`config.mk`:
```
export PLATFORM = sky130hd
export DESIGN_NAME = exe_stage
export DESIGN_NICKNAME = d
export VERILOG_FILES = /design/src/rtl/exe_stage_pkg.sv /design/src/rtl/exe_divider.sv /design/src/rtl/exe_stage.sv
export SDC_FILE = /design/constraint.sdc
export NUM_CORES = 2
export LEC_CHECK = 0
export CELL_PAD_IN_SITES_DETAIL_PLACEMENT = 0
export CELL_PAD_IN_SITES_GLOBAL_PLACEMENT = 1
export CORE_UTILIZATION = 40
export DETAILED_ROUTE_END_ITERATION = 7
export DONT_BUFFER_PORTS = 1
export MAX_ROUTING_LAYER = met4
export PLACE_DENSITY = 0.74
export REMOVE_ABC_BUFFERS = 1
export SYNTH_ARGS = -nofsm -noshare
export SYNTH_HDL_FRONTEND = slang
export SYNTH_SLANG_ARGS = --single-unit
```
`constraint.sdc`:
```
create_clock -name clk -period 11.5 [get_ports clk]
set_input_delay 0 -clock clk [delete_from_list [all_inputs] [get_ports clk]]
set_output_delay 0 -clock clk [all_outputs]
set_load 0.005 [all_outputs]
```
`src/rtl/exe_stage_pkg.sv`:
```
// rtl/exe_stage_pkg.sv - shared codes and constants for the execute stage
package exe_stage_pkg;

  localparam logic [3:0] ALU_AND  = 4'd0;
  localparam logic [3:0] ALU_OR   = 4'd1;
  localparam logic [3:0] ALU_ADD  = 4'd2;
  localparam logic [3:0] ALU_SUB  = 4'd3;
  localparam logic [3:0] ALU_SLT  = 4'd4;
  localparam logic [3:0] ALU_SLTU = 4'd5;
  localparam logic [3:0] ALU_SLL  = 4'd6;
  localparam logic [3:0] ALU_SRL  = 4'd7;
  localparam logic [3:0] ALU_SAL  = 4'd8;
  localparam logic [3:0] ALU_SRA  = 4'd9;
  localparam logic [3:0] ALU_LUI  = 4'd10;
  localparam logic [3:0] ALU_XOR  = 4'd11;
  localparam logic [3:0] ALU_NOR  = 4'd12;

  localparam logic [2:0] ST_SW   = 3'd0;
  localparam logic [2:0] ST_SB   = 3'd1;
  localparam logic [2:0] ST_SH   = 3'd2;
  localparam logic [2:0] ST_SWL  = 3'd3;
  localparam logic [2:0] ST_SWR  = 3'd4;
  localparam logic [2:0] ST_NONE = 3'd7;

  localparam logic [2:0] LT_NONE = 3'd7;

  localparam logic [5:0] REG_RA = 6'd31;
  localparam logic [5:0] REG_LO = 6'd32;
  localparam logic [5:0] REG_HI = 6'd33;

  typedef enum logic {
    DIV_IDLE = 1'b0,
    DIV_RUN  = 1'b1
  } div_state_e;

endpackage

```
`src/rtl/exe_divider.sv`:
```
// rtl/exe_divider.sv - iterative restoring divider, one quotient bit per cycle
module exe_divider
  import exe_stage_pkg::*;
#(
  parameter int DIV_CYCLES = 32
) (
  input  logic        clk,
  input  logic        resetn,
  input  logic        start_i,
  input  logic        signed_i,
  input  logic [31:0] dividend_i,
  input  logic [31:0] divisor_i,
  output logic        busy_o,
  output logic        done_o,
  output logic [31:0] quotient_o,
  output logic [31:0] remainder_o
);

  localparam int CNT_W = (DIV_CYCLES > 1) ? $clog2(DIV_CYCLES) : 1;

  div_state_e       state_q, state_d;
  logic [CNT_W-1:0] cnt_q;
  logic [31:0]      rem_q, quo_q, dvsr_q, dividend_q;
  logic             q_neg_q, r_neg_q, zero_q;

  logic [32:0]      shift;
  logic [31:0]      diff, rem_nx, quo_nx;
  logic             ge;

  always_ff @(posedge clk or negedge resetn) begin
    if (!resetn) state_q <= DIV_IDLE;
    else         state_q <= state_d;
  end

  always_comb begin
    state_d = state_q;
    done_o  = 1'b0;
    case (state_q)
      DIV_IDLE: if (start_i) state_d = DIV_RUN;
      DIV_RUN: begin
        if (cnt_q == CNT_W'(DIV_CYCLES - 1)) begin
          done_o  = 1'b1;
          state_d = DIV_IDLE;
        end
      end
      default: state_d = DIV_IDLE;
    endcase
  end

  assign busy_o = (state_q == DIV_RUN);

  // Partial remainder never exceeds twice the divisor, so a 32-bit difference is exact.
  assign shift  = {rem_q, quo_q[31]};
  assign ge     = (shift >= {1'b0, dvsr_q});
  assign diff   = shift[31:0] - dvsr_q;
  assign rem_nx = ge ? diff : shift[31:0];
  assign quo_nx = {quo_q[30:0], ge};

  assign quotient_o  = zero_q ? 32'hFFFF_FFFF : (q_neg_q ? -quo_nx : quo_nx);
  assign remainder_o = zero_q ? dividend_q    : (r_neg_q ? -rem_nx : rem_nx);

  always_ff @(posedge clk or negedge resetn) begin
    if (!resetn) begin
      cnt_q      <= '0;
      rem_q      <= '0;
      quo_q      <= '0;
      dvsr_q     <= '0;
      dividend_q <= '0;
      q_neg_q    <= 1'b0;
      r_neg_q    <= 1'b0;
      zero_q     <= 1'b0;
    end else if (state_q == DIV_IDLE) begin
      if (start_i) begin
        cnt_q      <= '0;
        rem_q      <= '0;
        quo_q      <= (signed_i && dividend_i[31]) ? -dividend_i : dividend_i;
        dvsr_q     <= (signed_i && divisor_i[31])  ? -divisor_i  : divisor_i;
        dividend_q <= dividend_i;
        q_neg_q    <= signed_i && (dividend_i[31] ^ divisor_i[31]);
        r_neg_q    <= signed_i && dividend_i[31];
        zero_q     <= (divisor_i == 32'd0);
      end
    end else begin
      cnt_q <= cnt_q + 1'b1;
      rem_q <= rem_nx;
      quo_q <= quo_nx;
    end
  end

endmodule

```
`src/rtl/exe_stage.sv`:
```
// rtl/exe_stage.sv - MIPS execute stage: ALU, store alignment, mult/div, HI/LO write
module exe_stage
  import exe_stage_pkg::*;
#(
  parameter int DIV_CYCLES = 32
) (
  input  logic        clk,
  input  logic        resetn,
  input  logic [3:0]  de_aluop,
  input  logic [31:0] de_alusrc1,
  input  logic [31:0] de_alusrc2,
  input  logic        de_mult_en,
  input  logic        de_div_en,
  input  logic        de_is_signed,
  input  logic [31:0] de_MD_src1,
  input  logic [31:0] de_MD_src2,
  input  logic [2:0]  de_store_type,
  input  logic        de_mem_en,
  input  logic        de_mem_read,
  input  logic        de_reg_en,
  input  logic [5:0]  de_reg_waddr,
  input  logic [2:0]  de_load_type,
  input  logic [31:0] de_store_rt_data,
  input  logic [31:0] de_load_rt_data,
  output logic        ex_busy,
  output logic [31:0] ex_alu_result,
  output logic        ex_mem_en,
  output logic        ex_mem_read,
  output logic        ex_reg_en,
  output logic [3:0]  ex_mem_wen,
  output logic [31:0] ex_mem_wdata,
  output logic [5:0]  ex_reg_waddr,
  output logic [2:0]  ex_load_type,
  output logic [31:0] ex_load_rt_data,
  output logic        ex_hilo_we,
  output logic [31:0] ex_hi_data,
  output logic [31:0] ex_lo_data
);

  logic [31:0] alu_res;
  logic [1:0]  off;
  logic [3:0]  wen_raw;
  logic [31:0] wdata_d;
  logic        store_act;
  logic [63:0] mul_a, mul_b, product;
  logic        mult_go;
  logic        div_done;
  logic [31:0] div_quo, div_rem;
  logic        hilo_we_d;
  logic [31:0] hi_d, lo_d;

  logic [31:0] alu_q, wdata_q, load_rt_q, hi_q, lo_q;
  logic [3:0]  wen_q;
  logic [5:0]  waddr_q;
  logic [2:0]  load_type_q;
  logic        mem_en_q, mem_read_q, reg_en_q, hilo_we_q;

  always_comb begin
    alu_res = 32'd0;
    case (de_aluop)
      ALU_AND:          alu_res = de_alusrc1 & de_alusrc2;
      ALU_OR:           alu_res = de_alusrc1 | de_alusrc2;
      ALU_ADD:          alu_res = de_alusrc1 + de_alusrc2;
      ALU_SUB:          alu_res = de_alusrc1 - de_alusrc2;
      ALU_SLT:          alu_res = {31'd0, $signed(de_alusrc1) < $signed(de_alusrc2)};
      ALU_SLTU:         alu_res = {31'd0, de_alusrc1 < de_alusrc2};
      ALU_SLL, ALU_SAL: alu_res = de_alusrc2 << de_alusrc1[4:0];
      ALU_SRL:          alu_res = de_alusrc2 >> de_alusrc1[4:0];
      ALU_SRA:          alu_res = 32'($signed(de_alusrc2) >>> de_alusrc1[4:0]);
      ALU_LUI:          alu_res = {de_alusrc2[15:0], 16'h0};
      ALU_XOR:          alu_res = de_alusrc1 ^ de_alusrc2;
      ALU_NOR:          alu_res = ~(de_alusrc1 | de_alusrc2);
      default:          alu_res = 32'd0;
    endcase
  end

  assign off       = alu_res[1:0];
  assign store_act = de_mem_en && !de_mem_read && (de_store_type != ST_NONE);

  always_comb begin
    wen_raw = 4'b0000;
    wdata_d = de_store_rt_data;
    case (de_store_type)
      ST_SW: wen_raw = 4'b1111;
      ST_SB: begin
        wen_raw = 4'b0001 << off;
        wdata_d = {4{de_store_rt_data[7:0]}};
      end
      ST_SH: begin
        wen_raw = off[1] ? 4'b1100 : 4'b0011;
        wdata_d = {2{de_store_rt_data[15:0]}};
      end
      ST_SWL: begin
        wen_raw = 4'b1111 >> (2'd3 - off);
        wdata_d = de_store_rt_data >> {2'd3 - off, 3'b000};
      end
      ST_SWR: begin
        wen_raw = 4'b1111 << off;
        wdata_d = de_store_rt_data << {off, 3'b000};
      end
      default: wen_raw = 4'b0000;
    endcase
  end

  // Sign-extend only for signed multiply so one 64-bit multiplier serves both forms.
  assign mul_a   = {{32{de_is_signed & de_MD_src1[31]}}, de_MD_src1};
  assign mul_b   = {{32{de_is_signed & de_MD_src2[31]}}, de_MD_src2};
  assign product = mul_a * mul_b;
  assign mult_go = de_mult_en && !ex_busy;

  exe_divider #(.DIV_CYCLES(DIV_CYCLES)) u_div (
    .clk         (clk),
    .resetn      (resetn),
    .start_i     (de_div_en),
    .signed_i    (de_is_signed),
    .dividend_i  (de_MD_src1),
    .divisor_i   (de_MD_src2),
    .busy_o      (ex_busy),
    .done_o      (div_done),
    .quotient_o  (div_quo),
    .remainder_o (div_rem)
  );

  always_comb begin
    hilo_we_d = 1'b0;
    hi_d      = hi_q;
    lo_d      = lo_q;
    if (div_done) begin
      hilo_we_d = 1'b1;
      hi_d      = div_rem;
      lo_d      = div_quo;
    end else if (mult_go) begin
      hilo_we_d = 1'b1;
      hi_d      = product[63:32];
      lo_d      = product[31:0];
    end
  end

  always_ff @(posedge clk or negedge resetn) begin
    if (!resetn) begin
      alu_q       <= '0;
      mem_en_q    <= 1'b0;
      mem_read_q  <= 1'b0;
      reg_en_q    <= 1'b0;
      wen_q       <= '0;
      wdata_q     <= '0;
      waddr_q     <= '0;
      load_type_q <= LT_NONE;
      load_rt_q   <= '0;
      hilo_we_q   <= 1'b0;
      hi_q        <= '0;
      lo_q        <= '0;
    end else begin
      alu_q       <= alu_res;
      mem_en_q    <= de_mem_en && !ex_busy;
      mem_read_q  <= de_mem_read;
      reg_en_q    <= de_reg_en && !ex_busy;
      wen_q       <= (store_act && !ex_busy) ? wen_raw : 4'b0000;
      wdata_q     <= wdata_d;
      waddr_q     <= de_reg_waddr;
      load_type_q <= de_load_type;
      load_rt_q   <= de_load_rt_data;
      hilo_we_q   <= hilo_we_d;
      hi_q        <= hi_d;
      lo_q        <= lo_d;
    end
  end

  assign ex_alu_result   = alu_q;
  assign ex_mem_en       = mem_en_q;
  assign ex_mem_read     = mem_read_q;
  assign ex_reg_en       = reg_en_q;
  assign ex_mem_wen      = wen_q;
  assign ex_mem_wdata    = wdata_q;
  assign ex_reg_waddr    = waddr_q;
  assign ex_load_type    = load_type_q;
  assign ex_load_rt_data = load_rt_q;
  assign ex_hilo_we      = hilo_we_q;
  assign ex_hi_data      = hi_q;
  assign ex_lo_data      = lo_q;

endmodule

```
Word level (Yosys, flattened, before mapping)

Index checks and enable logic that the tools add are counted.

Reduce and logical (&&, ||, !) cells: 18
Bitwise logic cells: 8
$lt $le $gt $ge: 3
Multipliers: 1
Shifts and indexed selects: 8
Equal/unequal tests: 18
Muxes and demuxes: 29
Add/sub/neg operators: 9

Operators with widths:

| cell                                                                   | count |
|---|---|
| 32-bit 2-to-1 mux                                                      | 15 |
| 32-bit one-hot mux with 12 select lines                                | 1 |
| 32-bit negator                                                         | 4 |
| 32-bit one-hot mux with 4 select lines                                 | 1 |
| 32-bit less-than comparator                                            | 2 |
| 33-bit by 33-bit multiplier with 64-bit output                         | 1 |
| 32-bit by 5-bit left shift with 32-bit output                          | 2 |
| 32-bit by 5-bit right shift with 32-bit output                         | 2 |
| 32-bit subtractor                                                      | 2 |
| 33-bit by 32-bit greater-or-equal comparator with 1-bit output         | 1 |
| 32-bit adder                                                           | 1 |
| 32-bit bitwise AND                                                     | 1 |
| 32-bit logical NOT                                                     | 1 |
| 32-bit NOT                                                             | 1 |
| 32-bit bitwise OR                                                      | 1 |
| 32-bit by 5-bit >>> shifter with 32-bit output                         | 1 |
| 32-bit XOR                                                             | 1 |
| 4-bit equality test (second input constant)                            | 5 |
| 4-bit one-hot mux with 5 select lines                                  | 1 |
| 4-bit by 3-bit equality test with 1-bit output (second input constant) | 4 |
| 5-bit 2-to-1 mux                                                       | 2 |
| 1-bit logical AND                                                      | 9 |
| 4-bit by 2-bit equality test with 1-bit output (second input constant) | 2 |
| 4-bit 2-to-1 mux                                                       | 2 |
| 22 further kinds                                                       | 31 |

Bits in registers: 314
Input bits: 216
Word-level logic and storage cells: 115

Logic depth before layout (Yosys ltp)

Depth after elaboration: 7
Gate-level depth with buffers: 33

Modules after synthesis

Synthesis repeated with hierarchy kept, for this count alone.

Cell total of the unflattened synthesis: 7501
Area total of the unflattened synthesis: 64719.6 µm²

Modules (own cells, without submodules):

| module      | times used | cells each | area an instance (µm²) |
|---|---|---|---|
| exe_stage   | 1          | 6069       | 53507.6 |
| exe_divider | 1          | 1432       | 11212.0 |

Worst setup path before layout

Ideal clock, no wire load.

Path kind: in2reg
From: input de_is_signed
To: register hi_q[28], in the netlist ex_hi_data[28]
Path buffers: 4
Stages on the path: 30
Arrival: 7.880 ns
Path slack: 3.478 ns
Setup time: 0.142 ns
Path through: and2_1 -> clkbuf_1 -> clkbuf_1 -> buf_1 -> nand2_1 -> inv_1 -> fa_1 -> inv_1 -> fa_1 -> inv_1 -> fa_1 -> fa_1 -> inv_1 -> fa_1 -> inv_1 -> fa_1 -> inv_1 -> fa_1 -> fa_1 -> inv_1 -> ha_1 -> clkbuf_1 -> nand3_1 -> nor2_1 -> and4_1 -> a2111oi_0 -> nor3b_1 -> mux2i_1 -> a2111oi_0 -> a211oi_1

Longest elaborated chain between the ends: 4

Ends and longest elaborated chain:

| item                                               | RTL line                           | source |
|---|---|---|
| start: declaration                                 | exe_stage.sv:14                    | `input logic de_is_signed,` |
| 1-bit bitwise AND (on tied branches)               | exe_stage.sv:106, exe_stage.sv:107 |  |
| 33-bit by 33-bit multiplier with 64-bit output (*) | exe_stage.sv:108                   | `assign product = mul_a * mul_b;` |
| 32-bit 2-to-1 mux (*)                              | exe_stage.sv:132                   | `end else if (mult_go) begin` |
| 32-bit 2-to-1 mux (*)                              | exe_stage.sv:128                   | `if (div_done) begin` |
| end signal: assignment                             | exe_stage.sv:164                   | `hi_q <= hi_d;` |
| end: declaration                                   | exe_stage.sv:52                    | `logic [31:0] alu_q, wdata_q, load_rt_q, hi_q, lo_q;` |

Every way passes the cells marked *; elsewhere a longest branch is shown, timed or not. The select of a mux whose other input is x is not followed.
A chain may end at the register's enable or synchronous reset.

Worst setup path in the final report

From: input de_MD_src2[1]
To: register hi_q[28], in the netlist ex_hi_data[28]

Longest elaborated chain between the ends: 3

Ends and longest elaborated chain:

| item                                           | RTL line         | source |
|---|---|---|
| start: declaration                             | exe_stage.sv:16  | `input logic [31:0] de_MD_src2,` |
| 33-bit by 33-bit multiplier with 64-bit output | exe_stage.sv:108 |  |
| 32-bit 2-to-1 mux                              | exe_stage.sv:132 |  |
| 32-bit 2-to-1 mux                              | exe_stage.sv:128 |  |

No other way between the ends. The select of a mux whose other input is x is not followed.

==> metrics.md <==
| Metric | Value |
|---|---|
| Status | `finished clean` |
| Final-stage net count | `9,194` |
| Maximum capacitance violations | `0` |
| Commonest cells after routing, fill and taps aside | `sky130_fd_sc_hd__inv_1 (1,277), sky130_fd_sc_hd__nand2_1 (1,140), sky130_fd_sc_hd__fa_1 (1,128), sky130_fd_sc_hd__and2_1 (358), sky130_fd_sc_hd__dlygate4sd3_1 (355)` |
| Chip height | `405 um` |
| CTS hold repair buffers | `between 300 and 400` |
| CTS H-Tree Depth | `2` |
| IO buf count | `0` |
| Pre-CTS worst setup slack | `about 2.2 ns` |
| Hold depth | `1` |
| Most common library cell in the layout ignoring fill and taps | `sky130_fd_sc_hd__inv_1` |
| Post-synthesis compound-gate area fraction | `a little over an eighth` |
| Largest fanout on the critical path | `33` |
| CP max stage cell | `sky130_fd_sc_hd__a2111oi_0` |
| Worst R2R End | `ex_hi_data[28]` |
| HPWL reported at the end of detailed placement | `160,000 um` |
| Total standard cell area after synthesis | `about 65,000 sq um` |
| Share of synthesized flip-flops with an asynchronous set or reset | `100%` |
| Number of buffers inserted during clock tree synthesis | `between 40 and 50` |
| Worst min-delay path category | `primary input to flip-flop` |
| Nature of the critical path startpoint | `primary input` |
| Chip Width | `405 um` |
| Vias in the first global route | `57,613` |
| Clock tree root buffer cell | `sky130_fd_sc_hd__clkbuf_16` |
| Minimum clock period | `between 8 and 9 ns` |
| Arrival @ worst endpoint | `between 9 and 10 ns` |
| Required @ worst endpoint | `11.95 ns` |
| Total overflow reported by the global router | `0` |
| Area of the core | `~160,000 sq um` |
| Start-to-end type of the worst setup path | `primary input to flip-flop` |
| CP max stage delay | `a little under 1 ns` |
| Worst Reg2Reg Path Length in Cells | `19` |
| Number of max-slew violations in the final report | `0` |
| Min-delay src | `de_mem_read` |
| Number of rows created at floorplan | `147` |
| Crit. path cell count | `25` |
| Fin Clk Skew | `~0.061 ns` |
| Starting utilization of the core area | `just over 40%` |
| Capturing element type of the critical path | `flip-flop` |
| Worst rel slew slack | `22.9%` |
| Final Cycle Share | `between 70% and 80%` |
| Number of different library cells in the post-synthesis netlist | `101` |
| Crit Reg-Reg Startpoint | `u_div.rem_q[1]` |
| Mapped Cells | `7,554` |
| First-pass GRT wire length | `about 350,000 um` |
| Yosys warning total | `0` |
| Synth Flop Type | `sky130_fd_sc_hd__dfrtp_1` |
| Largest delay contributor family on the critical path | `adder cells` |
| Layout Area Growth over Synthesis | `9.68%` |
| Sequential cell area fraction in the yosys report | `12.1%` |
| Simple-gate area share of the yosys netlist | `16.4%` |
| Vias after detailed routing | `roughly 55,000` |
| Vias per cell | `5.62` |
| Pin count of the biggest net entering global routing | `315` |
| Global placement routability congestion | `0.950` |
| Layout filler cell count | `15,834` |
| Mean cell area of the mapped netlist | `8.59 sq um` |
| Count of buffering cells on the critical path with inverters included | `6` |
| Endpoint, Worst Hold | `ex_mem_read` |
| Clock network latency to the later pin of the worst-skew pair | `0.65 ns` |
| Most frequent cell on the critical path | `sky130_fd_sc_hd__fa_1` |
| Resized cells post-CTS | `0` |
| Clk pin slew, worst setup/hold paths | `0.07 ns` |
| Proportion of synthesized area in mux cells | `3.35%` |
| Num Clock Sinks | `about 310` |
| Antenna Nets Post-Route | `0` |
| Number of antenna violations at the first check in global routing | `9` |
| CTS tree | `built` |
| Combinational family with the most area after synthesis | `adder cells` |
| GRT Util Overall | `just under 30%` |
| Area of the die | `~160,000 sq um` |
| Share of synthesized cell area in full adder, half adder and majority cells | `41.5%` |
| Measured slew at the worst slew-check pin | `1.15 ns` |
| Register-to-register path setup slack | `5.24 ns` |
| Aggregate negative setup slack | `0 ns` |
| Number of setup violations in the final report | `0` |
| Count of pins on the block boundary | `394` |
| Share of cells above drive strength 1 | `3.88%` |
| Post-synthesis xor/xnor area fraction | `2.62%` |
| Overall routed net length | `229,000 um` |
| Fmax achieved | `~110 MHz` |
| Setup Fix Bufs, Post-CTS | `0` |
| Number of enable-type register cells in the synthesized netlist | `0` |
| Post-synthesis sequential element count | `314` |
| Fin worst setup slack | `about 2.6 ns` |
| Wire length per cell | `23.6 um` |
| RSZ-0062 raised after global routing | `false` |
| Iteration-0 DRC Markers | `4,376` |
| Final Hold Vio Count | `0` |
| Number of buffers on the longest clock path | `3` |
| First-pass detailed-route iteration total | `6` |
| Remaining DRCs | `0` |
==> final cells by class <==
type                            instances  area, sq um  area share, %
Multi-Input combinational cell       5459        50300           70.7
Inverter                             1285         4820           6.77
Clock inverter                         19          304          0.427
Antenna cell                            9         22.5         0.0316
Clock buffer                           56         1180           1.66
Tap cell                             2160         2700           3.80
Timing Repair Buffer                  402         3990           5.61
Sequential cell                       314         7870           11.0
==> state kept, by name (all words and copies together), names as in the netlist <==
signal and cells:
u_div.r_neg_q 1, ex_reg_waddr 6, u_div.quo_q 32, u_div.busy_o 1, u_div.dvsr_q 32, ex_hilo_we 1, ex_lo_data 32, ex_mem_wdata 32
ex_mem_read 1, u_div.zero_q 1, ex_load_type 3, ex_reg_en 1, u_div.dividend_q 32, u_div.q_neg_q 1, u_div.cnt_q 5, ex_load_rt_data 32
ex_alu_result 32, ex_mem_en 1, ex_hi_data 32, ex_mem_wen 4, u_div.rem_q 32
==> kinds of logic after synthesis <==
logic type | Yosys count
xor+xnor | 194
simple gates | 2300
mux | 149
buf+inv | 1781
fa+ha+maj | 1475
compound gates | 1341
flops | 314
==> Yosys cell counts (21+ instances only) <==
cell | instances | area share [%]
sky130_fd_sc_hd__o21bai_1 | 30 | 0.35
sky130_fd_sc_hd__clkbuf_1 | 381 | 2.2
sky130_fd_sc_hd__o41ai_1 | 23 | 0.31
sky130_fd_sc_hd__ha_1 | 347 | 6.7
sky130_fd_sc_hd__mux4_2 | 52 | 1.8
sky130_fd_sc_hd__inv_1 | 1277 | 7.4
sky130_fd_sc_hd__fa_1 | 1128 | 35
sky130_fd_sc_hd__o21ai_0 | 338 | 2.6
sky130_fd_sc_hd__nand3_1 | 79 | 0.61
sky130_fd_sc_hd__o22ai_1 | 46 | 0.44
sky130_fd_sc_hd__mux2_2 | 26 | 0.45
sky130_fd_sc_hd__nor4_1 | 28 | 0.27
sky130_fd_sc_hd__nor2b_1 | 27 | 0.26
sky130_fd_sc_hd__nor3_1 | 69 | 0.53
sky130_fd_sc_hd__nand2_1 | 1142 | 6.6
sky130_fd_sc_hd__a211oi_1 | 62 | 0.72
sky130_fd_sc_hd__o31ai_1 | 37 | 0.43
sky130_fd_sc_hd__and3_1 | 56 | 0.54
sky130_fd_sc_hd__a22oi_1 | 21 | 0.24
sky130_fd_sc_hd__xor2_1 | 88 | 1.2
sky130_fd_sc_hd__xnor2_1 | 106 | 1.4
sky130_fd_sc_hd__nor2_1 | 353 | 2.0
sky130_fd_sc_hd__mux2i_1 | 71 | 1.1
sky130_fd_sc_hd__o211ai_1 | 28 | 0.32
sky130_fd_sc_hd__or3_1 | 38 | 0.37
sky130_fd_sc_hd__a31oi_1 | 37 | 0.36
sky130_fd_sc_hd__nand2b_1 | 38 | 0.37
sky130_fd_sc_hd__a21o_1 | 73 | 0.84
sky130_fd_sc_hd__buf_4 | 21 | 0.24
sky130_fd_sc_hd__a221oi_1 | 28 | 0.38
sky130_fd_sc_hd__o21a_1 | 38 | 0.44
sky130_fd_sc_hd__dfrtp_1 | 311 | 12
sky130_fd_sc_hd__and2_1 | 359 | 3.5
sky130_fd_sc_hd__buf_2 | 24 | 0.19
sky130_fd_sc_hd__a221o_1 | 23 | 0.35
sky130_fd_sc_hd__a21oi_1 | 326 | 2.5
sky130_fd_sc_hd__buf_1 | 67 | 0.39
==> metrics by stage <==
stage          area (sq um)  hold slack [ns]  util [%]  instances
2_1_floorplan         62900           -0.296         -       7058
3_3_place_gp          66000           -0.288      41.1       9260
3_5_place_dp          66000           -0.286      41.1       9260
4_1_cts               71200         0.000335      44.3       9694
5_1_grt               71200           0.0190      44.3       9700
6_report              71200           0.0149      44.3       9704
==> metal layers <==
| metal | routed length, um | global-route usage (%) | vias to the layer above |
|---|---|---|---|
| li1 | - | - | 24018 |
| met1 | 90900 | 35.0 | 27811 |
| met2 | 109000 | 47.1 | 2281 |
| met3 | 18500 | 5.92 | 465 |
| met4 | 10600 | 11.7 | 0 |
| met5 | 0 | - | - |
==> how the worst max path moves through the flow <==
stage	from	to	slack [ns]
2_1_floorplan	de_is_signed	ex_hi_data[28]	3.65
3_3_place_gp	de_MD_src1[31]	ex_hi_data[28]	2.32
3_5_place_dp	de_MD_src1[31]	ex_hi_data[28]	2.23
4_1_cts	de_MD_src2[1]	ex_hi_data[28]	2.63
5_1_grt	de_MD_src2[1]	ex_hi_data[28]	2.33
6_report	de_MD_src2[1]	ex_hi_data[28]	2.64
Power is not shown: default switching activity piles up to over one toggle a cycle in this logic, so the estimate is an artifact.
